`config.mk`:
```
export PLATFORM = sky130hd
export DESIGN_NAME = scr1_accel_vec
export DESIGN_NICKNAME = d
export VERILOG_FILES = /design/src/rtl/scr1_accel_vec.sv
export SDC_FILE = /design/constraint.sdc
export NUM_CORES = 1
export LEC_CHECK = 0
export CORE_MARGIN = 3
export CORE_UTILIZATION = 35
export CTS_CLUSTER_SIZE = 30
export DETAILED_ROUTE_END_ITERATION = 10
export MAX_ROUTING_LAYER = met4
export PLACE_DENSITY_LB_ADDON = 0.1
export SKIP_CTS_REPAIR_TIMING = 1
export SLEW_MARGIN = 20
export SYNTH_ARGS = -nofsm -noshare
export SYNTH_HDL_FRONTEND = slang
export SYNTH_SLANG_ARGS = --single-unit
```
`constraint.sdc`:
```
create_clock -name clk -period 18.2 [get_ports clk]
set_input_delay 1.82 -clock clk [delete_from_list [all_inputs] [get_ports clk]]
set_output_delay 1.82 -clock clk [all_outputs]
set_load 0.005 [all_outputs]
```
`src/rtl/scr1_accel_vec.sv`:
```
// Memory-mapped vector multiply accelerator on the SCR1 data-memory port.
// Optional done interrupt (port irq, CTRL.IE) is built when SCR1_ACCEL_VEC_IRQ_EN is defined.

`ifndef SCR1_DMEM_AWIDTH
`define SCR1_DMEM_AWIDTH 32
`endif
`ifndef SCR1_DMEM_DWIDTH
`define SCR1_DMEM_DWIDTH 32
`endif

package scr1_accel_vec_pkg;
  typedef enum logic {
    SCR1_MEM_CMD_RD = 1'b0,
    SCR1_MEM_CMD_WR = 1'b1
  } type_scr1_mem_cmd_e;

  typedef enum logic [1:0] {
    SCR1_MEM_WIDTH_BYTE  = 2'b00,
    SCR1_MEM_WIDTH_HWORD = 2'b01,
    SCR1_MEM_WIDTH_WORD  = 2'b10
  } type_scr1_mem_width_e;

  typedef enum logic [1:0] {
    SCR1_MEM_RESP_NOTRDY = 2'b00,
    SCR1_MEM_RESP_RDY_OK = 2'b01,
    SCR1_MEM_RESP_RDY_ER = 2'b10
  } type_scr1_mem_resp_e;
endpackage

module scr1_accel_vec
  import scr1_accel_vec_pkg::*;
#(
  parameter int NWORDS = 4,
  parameter int ELEM_W = 8
) (
  input  logic                          clk,
  input  logic                          rst_n,
  output logic                          dmem_req_ack,
  input  logic                          dmem_req,
  input  logic                          dmem_cmd,
  input  logic [1:0]                    dmem_width,
  input  logic [`SCR1_DMEM_AWIDTH-1:0]  dmem_addr,
  input  logic [`SCR1_DMEM_DWIDTH-1:0]  dmem_wdata,
  output logic [`SCR1_DMEM_DWIDTH-1:0]  dmem_rdata,
  output logic [1:0]                    dmem_resp
`ifdef SCR1_ACCEL_VEC_IRQ_EN
  ,
  output logic                          irq
`endif
);

  localparam int EPW    = 32 / ELEM_W;
  localparam int EPW_LG = (ELEM_W == 8) ? 2 : 1;
  localparam int N      = NWORDS * EPW;
  localparam int AW     = (NWORDS > 1) ? $clog2(NWORDS) : 1;

  typedef enum logic {
    ST_IDLE = 1'b0,
    ST_RUN  = 1'b1
  } state_e;

  state_e              r_state;
  type_scr1_mem_resp_e r_resp;
  logic [31:0]         r_rdata;
  logic [31:0]         r_a [NWORDS];
  logic [31:0]         r_b [NWORDS];
  logic [31:0]         r_c [NWORDS];
  logic [31:0]         r_acc;
  logic [15:0]         r_cnt;
  logic [6:0]          r_idx;
  logic                r_mode;
  logic                r_sat;
  logic                r_done;

  logic                w_ie;
  logic                w_busy;
  logic                w_idle;
  logic                w_wr;
  logic [6:0]          w_idx;
  logic [AW-1:0]       w_boff;
  logic                w_hit_a;
  logic                w_hit_b;
  logic                w_hit_c;
  logic [31:0]         w_wdata_rep;
  logic [31:0]         w_rword;
  logic [AW-1:0]       w_word;
  logic [EPW_LG-1:0]   w_sel;
  logic [4:0]          w_off;
  logic [ELEM_W-1:0]   w_a_el;
  logic [ELEM_W-1:0]   w_b_el;
  logic [2*ELEM_W-1:0] w_prod;
  logic [ELEM_W-1:0]   w_c_el;
  logic                w_last;
  logic                w_unused;

  assign dmem_req_ack = 1'b1;
  assign dmem_rdata   = r_rdata;
  assign dmem_resp    = r_resp;
  assign w_unused     = ^{dmem_addr[`SCR1_DMEM_AWIDTH-1:9]};

  assign w_busy = (r_state == ST_RUN);
  assign w_idle = (r_state == ST_IDLE);
  assign w_wr   = dmem_req && (dmem_cmd == SCR1_MEM_CMD_WR);

  // Bank decode: word index bits [6:4] select the bank, [3:0] the word within it.
  assign w_idx   = dmem_addr[8:2];
  assign w_boff  = w_idx[AW-1:0];
  assign w_hit_a = (w_idx[6:4] == 3'd1) && ({1'b0, w_idx[3:0]} < 5'(NWORDS));
  assign w_hit_b = (w_idx[6:4] == 3'd2) && ({1'b0, w_idx[3:0]} < 5'(NWORDS));
  assign w_hit_c = (w_idx[6:4] == 3'd3) && ({1'b0, w_idx[3:0]} < 5'(NWORDS));

  always_comb begin
    case (dmem_width)
      SCR1_MEM_WIDTH_BYTE:  w_wdata_rep = {4{dmem_wdata[7:0]}};
      SCR1_MEM_WIDTH_HWORD: w_wdata_rep = {2{dmem_wdata[15:0]}};
      default:              w_wdata_rep = dmem_wdata;
    endcase
  end

  // NOTE: every always_comb output gets a default first so no path can infer a latch.
  always_comb begin
    w_rword = '0;
    if (w_idx == 7'd0)      w_rword = {r_done, w_busy, 26'd0, w_ie, r_sat, r_mode, 1'b0};
    else if (w_idx == 7'd1) w_rword = {16'd0, r_cnt};
    else if (w_idx == 7'd2) w_rword = r_acc;
    else if (w_hit_a)       w_rword = r_a[w_boff];
    else if (w_hit_b)       w_rword = r_b[w_boff];
    else if (w_hit_c)       w_rword = r_c[w_boff];
  end

  // Element datapath: element r_idx lives in word r_idx/EPW, LSB-first within the word.
  assign w_word = r_idx[AW+EPW_LG-1:EPW_LG];
  assign w_sel  = r_idx[EPW_LG-1:0];
  assign w_off  = 5'(w_sel) * 5'(ELEM_W);
  assign w_a_el = r_a[w_word][w_off +: ELEM_W];
  assign w_b_el = r_b[w_word][w_off +: ELEM_W];
  assign w_prod = {{ELEM_W{1'b0}}, w_a_el} * {{ELEM_W{1'b0}}, w_b_el};
  assign w_c_el = (r_sat && (|w_prod[2*ELEM_W-1:ELEM_W])) ? {ELEM_W{1'b1}} : w_prod[ELEM_W-1:0];
  assign w_last = (r_idx == 7'(N - 1));

`ifdef SCR1_ACCEL_VEC_IRQ_EN
  logic r_ie;
  logic r_irq;
  assign w_ie = r_ie;
  assign irq  = r_irq;
`else
  assign w_ie = 1'b0;
`endif

  // NOTE: all state uses non-blocking assignments so every register samples pre-edge values.
  always_ff @(posedge clk or negedge rst_n) begin
    if (!rst_n) begin
      r_state <= ST_IDLE;
      r_resp  <= SCR1_MEM_RESP_NOTRDY;
      r_rdata <= '0;
      r_acc   <= '0;
      r_cnt   <= '0;
      r_idx   <= '0;
      r_mode  <= 1'b0;
      r_sat   <= 1'b0;
      r_done  <= 1'b0;
      // NOTE: the banks are flops, not RAM, because reset must clear C and ACC even mid-operation.
      for (int i = 0; i < NWORDS; i++) begin
        r_a[i] <= '0;
        r_b[i] <= '0;
        r_c[i] <= '0;
      end
`ifdef SCR1_ACCEL_VEC_IRQ_EN
      r_ie  <= 1'b0;
      r_irq <= 1'b0;
`endif
    end else begin
      r_resp  <= dmem_req ? SCR1_MEM_RESP_RDY_OK : SCR1_MEM_RESP_NOTRDY;
      r_rdata <= (dmem_req && !w_wr) ? (w_rword >> {dmem_addr[1:0], 3'b000}) : '0;

      // Register file writes only land while idle; a busy engine owns A, B and CTRL.
      if (w_wr && w_idle) begin
        if (w_hit_a) r_a[w_boff] <= w_wdata_rep;
        if (w_hit_b) r_b[w_boff] <= w_wdata_rep;
        if (w_idx == 7'd0) begin
          r_mode <= w_wdata_rep[1];
          r_sat  <= w_wdata_rep[2];
`ifdef SCR1_ACCEL_VEC_IRQ_EN
          r_ie   <= w_wdata_rep[3];
`endif
          if (w_wdata_rep[0]) begin
            r_state <= ST_RUN;
            r_idx   <= '0;
            r_cnt   <= '0;
            r_done  <= 1'b0;
            if (w_wdata_rep[1]) r_acc <= '0;
          end else if (w_wdata_rep[31]) begin
            r_done <= 1'b0;
          end
        end
      end

      if (r_state == ST_RUN) begin
        if (r_mode) r_acc <= r_acc + 32'(w_prod);
        else        r_c[w_word][w_off +: ELEM_W] <= w_c_el;
        if (r_cnt != 16'hFFFF) r_cnt <= r_cnt + 16'd1;
        if (w_last) begin
          r_state <= ST_IDLE;
          r_done  <= 1'b1;
        end else begin
          r_idx <= r_idx + 7'd1;
        end
      end

`ifdef SCR1_ACCEL_VEC_IRQ_EN
      r_irq <= r_done & r_ie;
`endif
    end
  end

endmodule
```
==> impl_results.md <==
- Status: completed
- Vias in the first global route: 20200
- Overall Global Routing Usage: 23.2%
- Number of synthesized flops with an enable pin: 0
- Hpwl dp: 63.3 mm
- Placed cells: 3502
- Remaining DRCs: 0
- Commonest non-fill, non-tap cell in the layout: nand2_1
- Slew headroom: 23.6%
- Routed Antenna Nets: 0
- Row cnt: 101
- Vias: between 20000 and 25000
- CTS tree: yes
- Setup TNS: 0 ns
- Fin util: 40.2%
- Cell Area, Placed: 28700 um^2
- Slew @ Worst Pin: 1.14 ns
- Die area: ~80000 um^2
- Area growth, synth to finish: 13.4%
- RSZ-0062 raised after global routing: no
- Fillers: between 7000 and 8000
- Main synth FF type: dfrtp_1
- Pre-CTS WS: 8.79 ns
- Final hold slack: 0.477 ns
- Worst setup margin: 8.91 ns
- Clk root buf: clkbuf_16
- Minimum clock period: 9.29 ns
- Mapped Nets: 2691
- Most frequent cells in the layout: nand2_1 (501), dfrtp_1 (474), o21ai_0 (316)
- Final wirelength: 91.0 mm
- Finished Layout Cells: between 3000 and 4000
- I/O Buffers: 79
- Iteration-0 DRC Markers: 1739
- Crit-path slowest cell: a2111oi_0
- Leakage power: between 10 and 15 nW
- Clk sink count: 476
- First-pass GRT wire length: 136 mm
- H-tree depth: 2
- Crit share post-route: 51.1%
- Max Cap Viol: 0
- Initial cell density of the core: 35.4%
- Die Wd: 284 um
- CP peak stage delay: roughly 0.73 ns
- Reg2reg end: r_acc[28]
- Reg2Reg Setup Slack: 8.91 ns
- Largest vdd supply drop: 65.9 uV
- Clock Skew: 0.0330 ns
- Pwr Total: about 2.4 mW
- Core Footprint: roughly 76000 um^2
- Via density: 5.59
- Depth of the worst hold-timing path: 2
- Final Max Tran Viols: 0
- Largest net degree at the start of global routing: 102
- Clk buf depth: 3
- Layout cell share with drive strength beyond 1: 15.7%
- Worst hold path class: flop to flop
- Worst Setup Start Kind: flop
- Cell area after layout: 30600 um^2
- Area of the mapped netlist: 27000 um^2
- Synthesis warning total: 0
- Synth async-reset ratio: 100%
- Syn_area_per_cell: 10.7 um^2
- Hold path startpoint: r_c[8]
- Worst Path Max Fanout: 34
- Clock latency at the later pin of the worst-skew pair: 0.63 ns
- Fmax: 0.108 GHz
- Layout Nets: 2699
- Kind of critical path: flop to flop
- Critical Path End Type: flop
- Clk slew on worst S/H paths: 0.06 ns
- Seq cells post-synth: around 480
- Seq/Total Area, Yosys: 44.2%
- Initial antenna violation count: 0
- DR pass1 iterations: 5
- PwrDens: between 70 and 80 nW/um^2
- Worst Path Arrival: 9.78 ns
- RR Startpoint: r_idx[2]
- Required time worst endpoint: 18.69 ns
- GPL Wtd Cong: 0.878
- CTS Buf Count: 56
- Endpoints failing hold: 0
- Synth Instances: 2523
- Gr ovfl total: 0
- Sink of the worst hold path: r_c[8]
- IO Pins: 105
- Sequence of cells on the critical path: buf_4 > buf_4 > mux4_2 > mux4_2 > and2_1 > fa_1 > inv_1 > fa_1 > fa_1 > fa_1 > inv_1 > ha_1 > nand3_2 > a211o_1 > a31o_2 > a211oi_1 > ha_1 > a21oi_1 > nand3b_1 > a2111oi_0 > nor2_1 > nand4_1 > mux2i_1 > nor2_1
- DIE HEIGHT: 284 um
- Reg2Reg Depth: 24
- Unique masters post-synth: between 60 and 70
- Final setup vio count: 0
- Most used cell, CP: fa_1
- Avg WL per Cell: ~25 um
cells in the mapped netlist (4+ instances only):
cell type / number / area, um^2
mux4_2: 175 / 3940
mux2_4: 16 / 240
o31ai_1: 5 / 37.5
fa_1: 37 / 741
ha_1: 61 / 763
a22o_1: 18 / 158
and3_1: 15 / 93.8
dfrtp_1: 476 / 11900
nand2b_1: 11 / 68.8
a21o_1: 11 / 82.6
o311ai_0: 8 / 70.1
nor2b_1: 20 / 125
buf_2: 9 / 45.0
a31oi_1: 8 / 50.1
and2_1: 44 / 275
o21a_4: 4 / 60.1
nand3_1: 79 / 395
a221oi_1: 9 / 78.8
nand2_1: 507 / 1900
xnor2_1: 12 / 105
a22oi_1: 21 / 158
inv_1: 67 / 251
xor2_1: 24 / 210
a211oi_1: 6 / 45.0
a21oi_1: 52 / 260
o21a_1: 6 / 45.0
nand4_1: 8 / 50.1
buf_1: 22 / 82.6
nor4_1: 6 / 37.5
o211ai_1: 51 / 383
mux2i_1: 66 / 661
mux2_2: 66 / 743
o22ai_1: 5 / 31.3
o21ai_0: 316 / 1580
clkbuf_1: 126 / 473
nor2_1: 90 / 338
nor3_1: 21 / 105
and4_1: 5 / 43.8
state kept, by name, indices dropped and copies added, names as in the netlist:
signal / cells
r_c: 128
r_state: 1
dmem_rdata: 32
r_b: 128
r_idx: 7
r_cnt: 16
r_mode: 1
r_sat: 1
r_a: 128
r_acc: 32
dmem_resp: 1
r_done: 1
power breakdown:
part	total, mW	internal [mW]	switching (mW)
combinational	0.184	0.0665	0.118
sequential	1.10	1.08	0.0180
clock	1.14	0.678	0.462
total	2.42	1.82	0.598
cell type report:
class / count / area, um^2 / share of cell area [%]
multi-input cells: 1815 / 14200 / 46.4
flip-flops and latches: 476 / 11900 / 39.0
clock buffers: 89 / 1700 / 5.55
well taps: 1030 / 1290 / 4.22
repair buffers: 112 / 1070 / 3.50
inverters: 70 / 263 / 0.859
clock inverters: 14 / 160 / 0.524
diodes: 1 / 2.50 / 0.00819
per-layer routing:
layer	global-route usage [%]	routed length [um]
met5	-	0
met2	35.2	41600
met1	33.2	43000
met3	2.57	4150
met4	6.10	2320
logic make-up after synthesis:
family | count (synthesis) | synth area share [%]
AO/OA/AOI/OAI | 539 | 11.9
adder cells (fa/ha/maj) | 98 | 5.58
buffers and inverters | 232 | 3.34
multiplexers | 323 | 20.7
AND/OR/NAND/NOR | 817 | 13.1
XOR/XNOR | 36 | 1.17
other | 2 | 0.0279
flip-flops | 476 | 44.2
worst max-delay path by stage:
stage	from	to	depth (start not counted)	slack, ns
floorplan	r_idx[2]	r_acc[28]	25	10.54
global placement	r_idx[2]	r_acc[28]	24	8.81
detailed placement	r_idx[2]	r_acc[28]	24	8.79
CTS	r_idx[2]	r_acc[28]	24	8.74
global route	r_idx[2]	r_acc[28]	24	8.23
finish	r_idx[2]	r_acc[28]	24	8.91
worst max-delay path, delay by kind of cell (launching register included):
kind                     cells  cell delay, ns
adder cells (fa/ha/maj)      6            2.67
AND/OR/NAND/NOR              6            0.99
multiplexers                 3            1.44
buffers and inverters        4            1.45
flip-flops                   1            0.52
AO/OA/AOI/OAI                5            1.98
Note: power is estimated with default switching activity, not from simulation.
